[config.mk]
export PLATFORM = sky130hd
export DESIGN_NAME = s2mm_fb_sched
export DESIGN_NICKNAME = d
export VERILOG_FILES = /design/src/rtl/s2mm_fb_sched.sv
export SDC_FILE = /design/constraint.sdc
export NUM_CORES = 1
export LEC_CHECK = 0
export BUFFER_PORTS_ARGS = -buffer_cell sky130_fd_sc_hd__buf_4
export CAP_MARGIN = 20
export CORE_MARGIN = 2
export CORE_UTILIZATION = 40
export DETAILED_ROUTE_END_ITERATION = 10
export GPL_ROUTABILITY_DRIVEN = 1
export PLACE_DENSITY = 0.72
export SLEW_MARGIN = 20
export SYNTH_ARGS = -nofsm -noshare
export SYNTH_HDL_FRONTEND = slang
export SYNTH_SLANG_ARGS = --single-unit
[constraint.sdc]
create_clock -name M_AXI_ACLK -period 6.3 [get_ports M_AXI_ACLK]
set_clock_uncertainty 0.15 [all_clocks]
set_input_delay 0.945 -clock M_AXI_ACLK [delete_from_list [all_inputs] [get_ports M_AXI_ACLK]]
set_output_delay 0.945 -clock M_AXI_ACLK [all_outputs]
set_load 0.005 [all_outputs]
[src/rtl/s2mm_fb_sched.sv]
// s2mm_fb_sched: frame-buffer scheduler for the stream-to-memory write engine.
// Rotates the engine's base address over C_BUF_NUM equally spaced buffers,
// skipping the buffer held by the reader. Publishes the last completed buffer.
// Sequences soft_resetn so that an in-flight burst always drains before idling.
// Optional statistics counters (frame_cnt/drop_cnt): define FB_SCHED_STATS_EN.
module s2mm_fb_sched #(
  parameter int C_ADDR_WIDTH     = 32,
  parameter int C_BUF_NUM        = 3,
  parameter int C_BUF_IDX_BITS   = 2,
  parameter int C_FRAME_CNT_BITS = 16
) (
  input  logic                        M_AXI_ACLK,
  input  logic                        M_AXI_ARESETN,
  input  logic                        enable,
  input  logic [C_ADDR_WIDTH-1:0]     buf_base_addr,
  input  logic [C_ADDR_WIDTH-1:0]     buf_stride,
  input  logic [C_BUF_IDX_BITS-1:0]   rd_buf_idx,
  input  logic                        rd_buf_valid,
  input  logic                        frame_pulse,
  input  logic                        resetting,
  output logic                        soft_resetn,
  output logic [C_ADDR_WIDTH-1:0]     base_addr,
  output logic [C_BUF_IDX_BITS-1:0]   wr_buf_idx,
  output logic [C_BUF_IDX_BITS-1:0]   done_buf_idx,
  output logic                        done_valid,
  output logic                        frame_done,
  output logic                        busy,
  output logic [C_FRAME_CNT_BITS-1:0] frame_cnt,
  output logic [C_FRAME_CNT_BITS-1:0] drop_cnt
);

  typedef enum logic [1:0] {
    ST_IDLE  = 2'd0,
    ST_RUN   = 2'd1,
    ST_DRAIN = 2'd2
  } state_t;

  localparam logic [C_BUF_IDX_BITS-1:0] LAST_IDX = C_BUF_IDX_BITS'(C_BUF_NUM - 1);
  localparam logic [C_BUF_IDX_BITS-1:0] ZERO_IDX = {C_BUF_IDX_BITS{1'b0}};
  localparam logic [C_BUF_IDX_BITS-1:0] ONE_IDX  = C_BUF_IDX_BITS'(1);
  localparam logic [C_ADDR_WIDTH-1:0]   ZERO_ADDR = {C_ADDR_WIDTH{1'b0}};

  // Next buffer in rotation order, wrapping the last buffer back to buffer 0.
  function automatic logic [C_BUF_IDX_BITS-1:0] idx_inc(input logic [C_BUF_IDX_BITS-1:0] idx);
    logic [C_BUF_IDX_BITS-1:0] res;
    if (idx >= LAST_IDX) res = ZERO_IDX;
    else                 res = idx + ONE_IDX;
    return res;
  endfunction

  // Byte address of a buffer; the product is deliberately truncated.
  function automatic logic [C_ADDR_WIDTH-1:0] buf_addr(input logic [C_ADDR_WIDTH-1:0] base,
                                                      input logic [C_ADDR_WIDTH-1:0] stride,
                                                      input logic [C_BUF_IDX_BITS-1:0] idx);
    return base + C_ADDR_WIDTH'(idx) * stride;
  endfunction

  state_t                      state_r, state_nxt_s;
  logic                        drain_met_r;
  logic                        soft_resetn_r, busy_r, done_valid_r, frame_done_r;
  logic [C_ADDR_WIDTH-1:0]     base_addr_r;
  logic [C_BUF_IDX_BITS-1:0]   wr_buf_idx_r, done_buf_idx_r;
  logic [C_BUF_IDX_BITS-1:0]   cand1_s, next_idx_s;
  logic                        rd_hit_s, accept_s;

  // A frame completion only counts while the engine is live (RUN or DRAIN).
  assign accept_s = frame_pulse && (state_r != ST_IDLE);

  // Next-state logic: IDLE -> RUN -> DRAIN (>=2 cycles, until drained) -> IDLE.
  always_comb begin
    state_nxt_s = state_r;
    case (state_r)
      ST_IDLE: begin
        if (enable && !resetting) state_nxt_s = ST_RUN;
        else                      state_nxt_s = ST_IDLE;
      end
      ST_RUN: begin
        if (!enable) state_nxt_s = ST_DRAIN;
        else         state_nxt_s = ST_RUN;
      end
      ST_DRAIN: begin
        if (drain_met_r && !resetting) state_nxt_s = ST_IDLE;
        else                           state_nxt_s = ST_DRAIN;
      end
      default: state_nxt_s = ST_IDLE;
    endcase
  end

  // Pick the next write buffer, hopping over the reader's buffer once; with two
  // buffers the hop lands back on the current one, which means stay in place.
  always_comb begin
    cand1_s  = idx_inc(wr_buf_idx_r);
    rd_hit_s = rd_buf_valid && (rd_buf_idx <= LAST_IDX) && (rd_buf_idx == cand1_s);
    if (rd_hit_s) next_idx_s = idx_inc(cand1_s);
    else          next_idx_s = cand1_s;
  end

  // State register and drain residency flag (set after the first DRAIN cycle).
  always_ff @(posedge M_AXI_ACLK or negedge M_AXI_ARESETN) begin
    if (!M_AXI_ARESETN) begin
      state_r     <= ST_IDLE;
      drain_met_r <= 1'b0;
    end else begin
      state_r     <= state_nxt_s;
      drain_met_r <= (state_r == ST_DRAIN);
    end
  end

  // Registered outputs: engine control, buffer rotation and completion reporting.
  always_ff @(posedge M_AXI_ACLK or negedge M_AXI_ARESETN) begin
    if (!M_AXI_ARESETN) begin
      soft_resetn_r  <= 1'b0;
      busy_r         <= 1'b0;
      base_addr_r    <= ZERO_ADDR;
      wr_buf_idx_r   <= ZERO_IDX;
      done_buf_idx_r <= ZERO_IDX;
      done_valid_r   <= 1'b0;
      frame_done_r   <= 1'b0;
    end else begin
      soft_resetn_r <= (state_nxt_s == ST_RUN);
      busy_r        <= (state_nxt_s != ST_IDLE);
      frame_done_r  <= accept_s;
      if (accept_s) begin
        done_buf_idx_r <= wr_buf_idx_r;
        done_valid_r   <= 1'b1;
        wr_buf_idx_r   <= next_idx_s;
        base_addr_r    <= buf_addr(buf_base_addr, buf_stride, next_idx_s);
      end else if (state_r == ST_IDLE) begin
        // Keep the address current so it is valid when soft_resetn rises.
        base_addr_r <= buf_addr(buf_base_addr, buf_stride, wr_buf_idx_r);
      end
    end
  end

  assign soft_resetn  = soft_resetn_r;
  assign busy         = busy_r;
  assign base_addr    = base_addr_r;
  assign wr_buf_idx   = wr_buf_idx_r;
  assign done_buf_idx = done_buf_idx_r;
  assign done_valid   = done_valid_r;
  assign frame_done   = frame_done_r;

`ifdef FB_SCHED_STATS_EN
  localparam logic [C_FRAME_CNT_BITS-1:0] CNT_ZERO = {C_FRAME_CNT_BITS{1'b0}};
  localparam logic [C_FRAME_CNT_BITS-1:0] CNT_ONE  = C_FRAME_CNT_BITS'(1);

  logic [C_FRAME_CNT_BITS-1:0] frame_cnt_r, drop_cnt_r;
  logic                        drop_s;

  // A drop is a completed frame whose successor buffer is the same buffer.
  assign drop_s = (next_idx_s == wr_buf_idx_r);

  // Wrapping statistics counters, cleared only by reset.
  always_ff @(posedge M_AXI_ACLK or negedge M_AXI_ARESETN) begin
    if (!M_AXI_ARESETN) begin
      frame_cnt_r <= CNT_ZERO;
      drop_cnt_r  <= CNT_ZERO;
    end else if (accept_s) begin
      frame_cnt_r <= frame_cnt_r + CNT_ONE;
      if (drop_s) drop_cnt_r <= drop_cnt_r + CNT_ONE;
    end
  end

  assign frame_cnt = frame_cnt_r;
  assign drop_cnt  = drop_cnt_r;
`else
  assign frame_cnt = {C_FRAME_CNT_BITS{1'b0}};
  assign drop_cnt  = {C_FRAME_CNT_BITS{1'b0}};
`endif

endmodule

==> flow_summary.toml <==
[global_route]
grt_pass1_vias = 6887
use_met3 = 0.0167
grtUsageTotal = 0.209
grt.busiest_layer = "met2"
grt_use_met1 = 0.289
grt_pass1_wl_mm = 34.8
grtUsageMet2 = 0.364
antenna_found_initial = 0
overflow = 0
grt_max_degree = 44

[synth]
synthArstFlopShare = 1.00
synth.distinct_cells = 74
seq_area_frac_synth = 0.138
postSynthAreaPerCell_um2 = 7.59
yosysWarnings = 0
synth-main-ff-cell = "dfrtp_1"
syn-cell-area_um2 = 7800
synth_cells = 1027
synth-edff-count = 0
ys_ff_latch = 43

[setup_path]
crit_slowest_cell = "fa_1"
slowest_delay_ps = 510
timing.rr.end = "base_addr[26]$_DFFE_PN0P_"
crit_fanout = 31
criticalPathCategory = "input pin to register"
critPathCapture = "base_addr[26]$_DFFE_PN0P_"
r2r_start = "wr_buf_idx[0]$_DFFE_PN0P_"
cp-end-kind = "register"
cp_top_family = "compound AO/OA/AOI/OAI gates"
cp_data_arrival_time_ps = 4820
ff2ff_path_depth = 15
crit_buf_inv = 3
reg2reg_slack_ps = 1590
startpoint = "rd_buf_idx[1]"
cp.depth = 17
startpoint_type = "input pin"
worstPathRequired_ps = 6320
crit_chain = "buf_4 > nor2b_1 > o21ai_0 > a21oi_2 > buf_4 > nand2_1 > fa_1 > inv_1 > ha_1 > a21o_1 > a31oi_1 > a21oi_2 > o32a_1 > a41oi_1 > nor3b_1 > mux2i_1 > a211o_1"

[detailed_routing]
postRouteAntennaNets = 0
wire_per_inst_um = 15.5
dr.pass1.iters = 5
vias_per_cell = 5.27
drc = 0
vias = 7259
drtIter0Drc = 452
wl_mm = 21.3

[pwr]
p_leak_uw = 0.00466
powerDensity_nw_per_um2 = 522
total_power_uw = 4630
ir_drop_mv = 0.161

[finish]
diodes = 0
fillCellCount = 1967
nNetsFinal = 1307
layout-drive-gt1-share = 0.134
final_area_um2 = 8880
syn2layout_area_growth_pct = 13.9
layout.core_utilization = 0.461

[timing]
period_needed_ps = 4790
fmax_mhz = 209
hold_viol = 0
fin_ws_ps = 1510
rsz0062_at_grt = "false"
tightest_slew_ps = 749
slew_viol_final = 0
setup_viol = 0
post-route-period-util = 0.761
fin_tns_setup_ps = 0
slew_headroom = 0.501

[clocking]
hold_buffers = 0
path_clk_slew_ps = 70
post_cts_buffers = 0
insertion_delay_ps = 290
htree_levels = 2
clk_path_buf_depth = 2
cts_buffers = 5
postCtsResizedCells = 0
clock-root-buffer = "clkbuf_16"
clkSinkCount = 43
cts_tree = "built"

[placement]
dp_hpwl_mm = 17.0
portBuffers = 111
gp_congestion = 0.903
pre_cts_slack_ps = 1260
post_dp_cell_area_um2 = 8710

[floorplanning]
die_y_um = 144
coreArea_um2 = 19300
die_area_um2 = 20600
pin_count = 144
num_rows = 51
die_w_um = 144
start_util = 0.405

[job]
max_cap_viol_count = 0

[hold_path]
hp-class = "register to register"

[run_status]
status = "complete, no violations"
## per-stage QoR
stage,cells,hold slack [ps]
finish,1377,338
global route,1377,373
CTS,1377,346
detailed placement,1369,331
global placement,1369,308
floorplan,1058,309
## layout by cell type, fill, tap and decap left out, drive strengths merged, types with 6 or more instances in the layout
| cell | netlist | layout |
|---|---|---|
| xor2 | 15 | 15 |
| o31ai | 7 | 7 |
| nand2 | 193 | 193 |
| nand3 | 12 | 12 |
| a21oi | 79 | 79 |
| inv | 161 | 161 |
| nand4 | 11 | 11 |
| nor2 | 30 | 30 |
| o21ai | 47 | 47 |
| xnor2 | 33 | 33 |
| dfrtp | 43 | 43 |
| a21boi | 7 | 7 |
| o31a | 6 | 6 |
| conb | 1 | 32 |
| and3 | 8 | 8 |
| nand2b | 7 | 7 |
| fa | 62 | 62 |
| a211o | 6 | 6 |
| nor3 | 10 | 10 |
| ha | 62 | 62 |
| a21o | 27 | 27 |
| mux2i | 17 | 17 |
| buf | 44 | 116 |
| a211oi | 16 | 16 |
| nor2b | 11 | 11 |
| o21a | 8 | 8 |
| and2 | 6 | 6 |
| a31oi | 6 | 6 |
| clkbuf | 26 | 6 |
## worst register-to-register path: stages, from the launching register on
cell and delay, ps:
dfrtp_1 760, o21ai_0 300, a21oi_2 180, buf_4 350, nand2_1 140, fa_1 510
inv_1 40, ha_1 350, a21o_1 200, a31oi_1 230, a21oi_2 120, o32a_1 390
a41oi_1 360, nor3b_1 130, mux2i_1 140, a211o_1 240
## cell usage after synthesis (all sizes together), types with 3 or more instances
library cell,n,area share
and2,6,0.0048
nand3,12,0.0077
mux2i,17,0.022
o31ai,7,0.0085
nor2b,11,0.0088
ha,62,0.10
o21bai,3,0.0029
o21a,8,0.0077
o31a,6,0.0067
a22oi,4,0.0039
nand4,11,0.0096
a211o,6,0.0067
clkbuf,26,0.013
o211a,3,0.0039
a211oi,16,0.017
nor2,30,0.014
inv,161,0.078
o2111ai,3,0.0034
a31oi,6,0.0048
nand2b,7,0.0056
xnor2,33,0.037
nor4,4,0.0032
a2111oi,3,0.0034
a21oi,79,0.052
or2,4,0.0032
nand3b,3,0.0029
nor3,10,0.0064
buf,44,0.041
xor2,15,0.017
o21ai,47,0.030
or3,4,0.0034
nand2,193,0.093
and3,8,0.0066
nor3b,4,0.0039
a21o,27,0.026
a31o,3,0.0045
o211ai,4,0.0039
a21boi,7,0.0072
dfrtp,43,0.14
fa,62,0.16
a221oi,3,0.0034
## logic make-up after synthesis
logic type               synth area share
AO/OA/AOI/OAI                       0.213
AND/OR/NAND/NOR                     0.179
other                            0.000481
flip-flops                          0.138
buffers and inverters               0.132
multiplexers                       0.0247
adder cells (fa/ha/maj)             0.259
XOR/XNOR                           0.0539
## area by class of cell
class	instances	area, µm²	share of cell area
multi-input combinational	782	5820	0.655
inverter	163	612	0.0689
tap	265	332	0.0373
timing repair buffer	116	871	0.0981
clock buffer	6	139	0.0156
clock inverter	2	35.0	0.00395
sequential	43	1080	0.121
## worst min-delay path by stage
| stage | startpoint | end | slack (ps) | cells past startpoint |
|---|---|---|---|---|
| global placement | done_valid$_DFFE_PN0P_ | done_valid$_DFFE_PN0P_ | 310 | 1 |
| finish | done_buf_idx[1]$_DFFE_PN0P_ | done_buf_idx[1]$_DFFE_PN0P_ | 340 | 2 |
| global route | done_buf_idx[1]$_DFFE_PN0P_ | done_buf_idx[1]$_DFFE_PN0P_ | 370 | 2 |
| detailed placement | done_buf_idx[1]$_DFFE_PN0P_ | done_buf_idx[1]$_DFFE_PN0P_ | 330 | 2 |
| floorplan | done_valid$_DFFE_PN0P_ | done_valid$_DFFE_PN0P_ | 310 | 1 |
| CTS | done_buf_idx[1]$_DFFE_PN0P_ | done_buf_idx[1]$_DFFE_PN0P_ | 350 | 2 |
## report_power, final
part           total [µW]  internal (µW)  leakage, µW  switching, µW
logic                3760           1570      0.00407           2190
registers             556            421     0.000508            136
clock network         319            198    0.0000868            121
## layer usage
layer | wire, µm | part of all wire
met5 | 0 | 0
met2 | 10200 | 0.48
met1 | 9670 | 0.45
met3 | 1150 | 0.054
met4 | 229 | 0.011
## sequential cells by signal, summed over array words and instances, names as in the netlist
register and count:
base_addr 32, done_buf_idx 2, frame_done 1, drain_met_r 1
soft_resetn 1, busy 1, state_r 2, done_valid 1
wr_buf_idx 2
No activity file was read; power rests on OpenSTA's default activity.
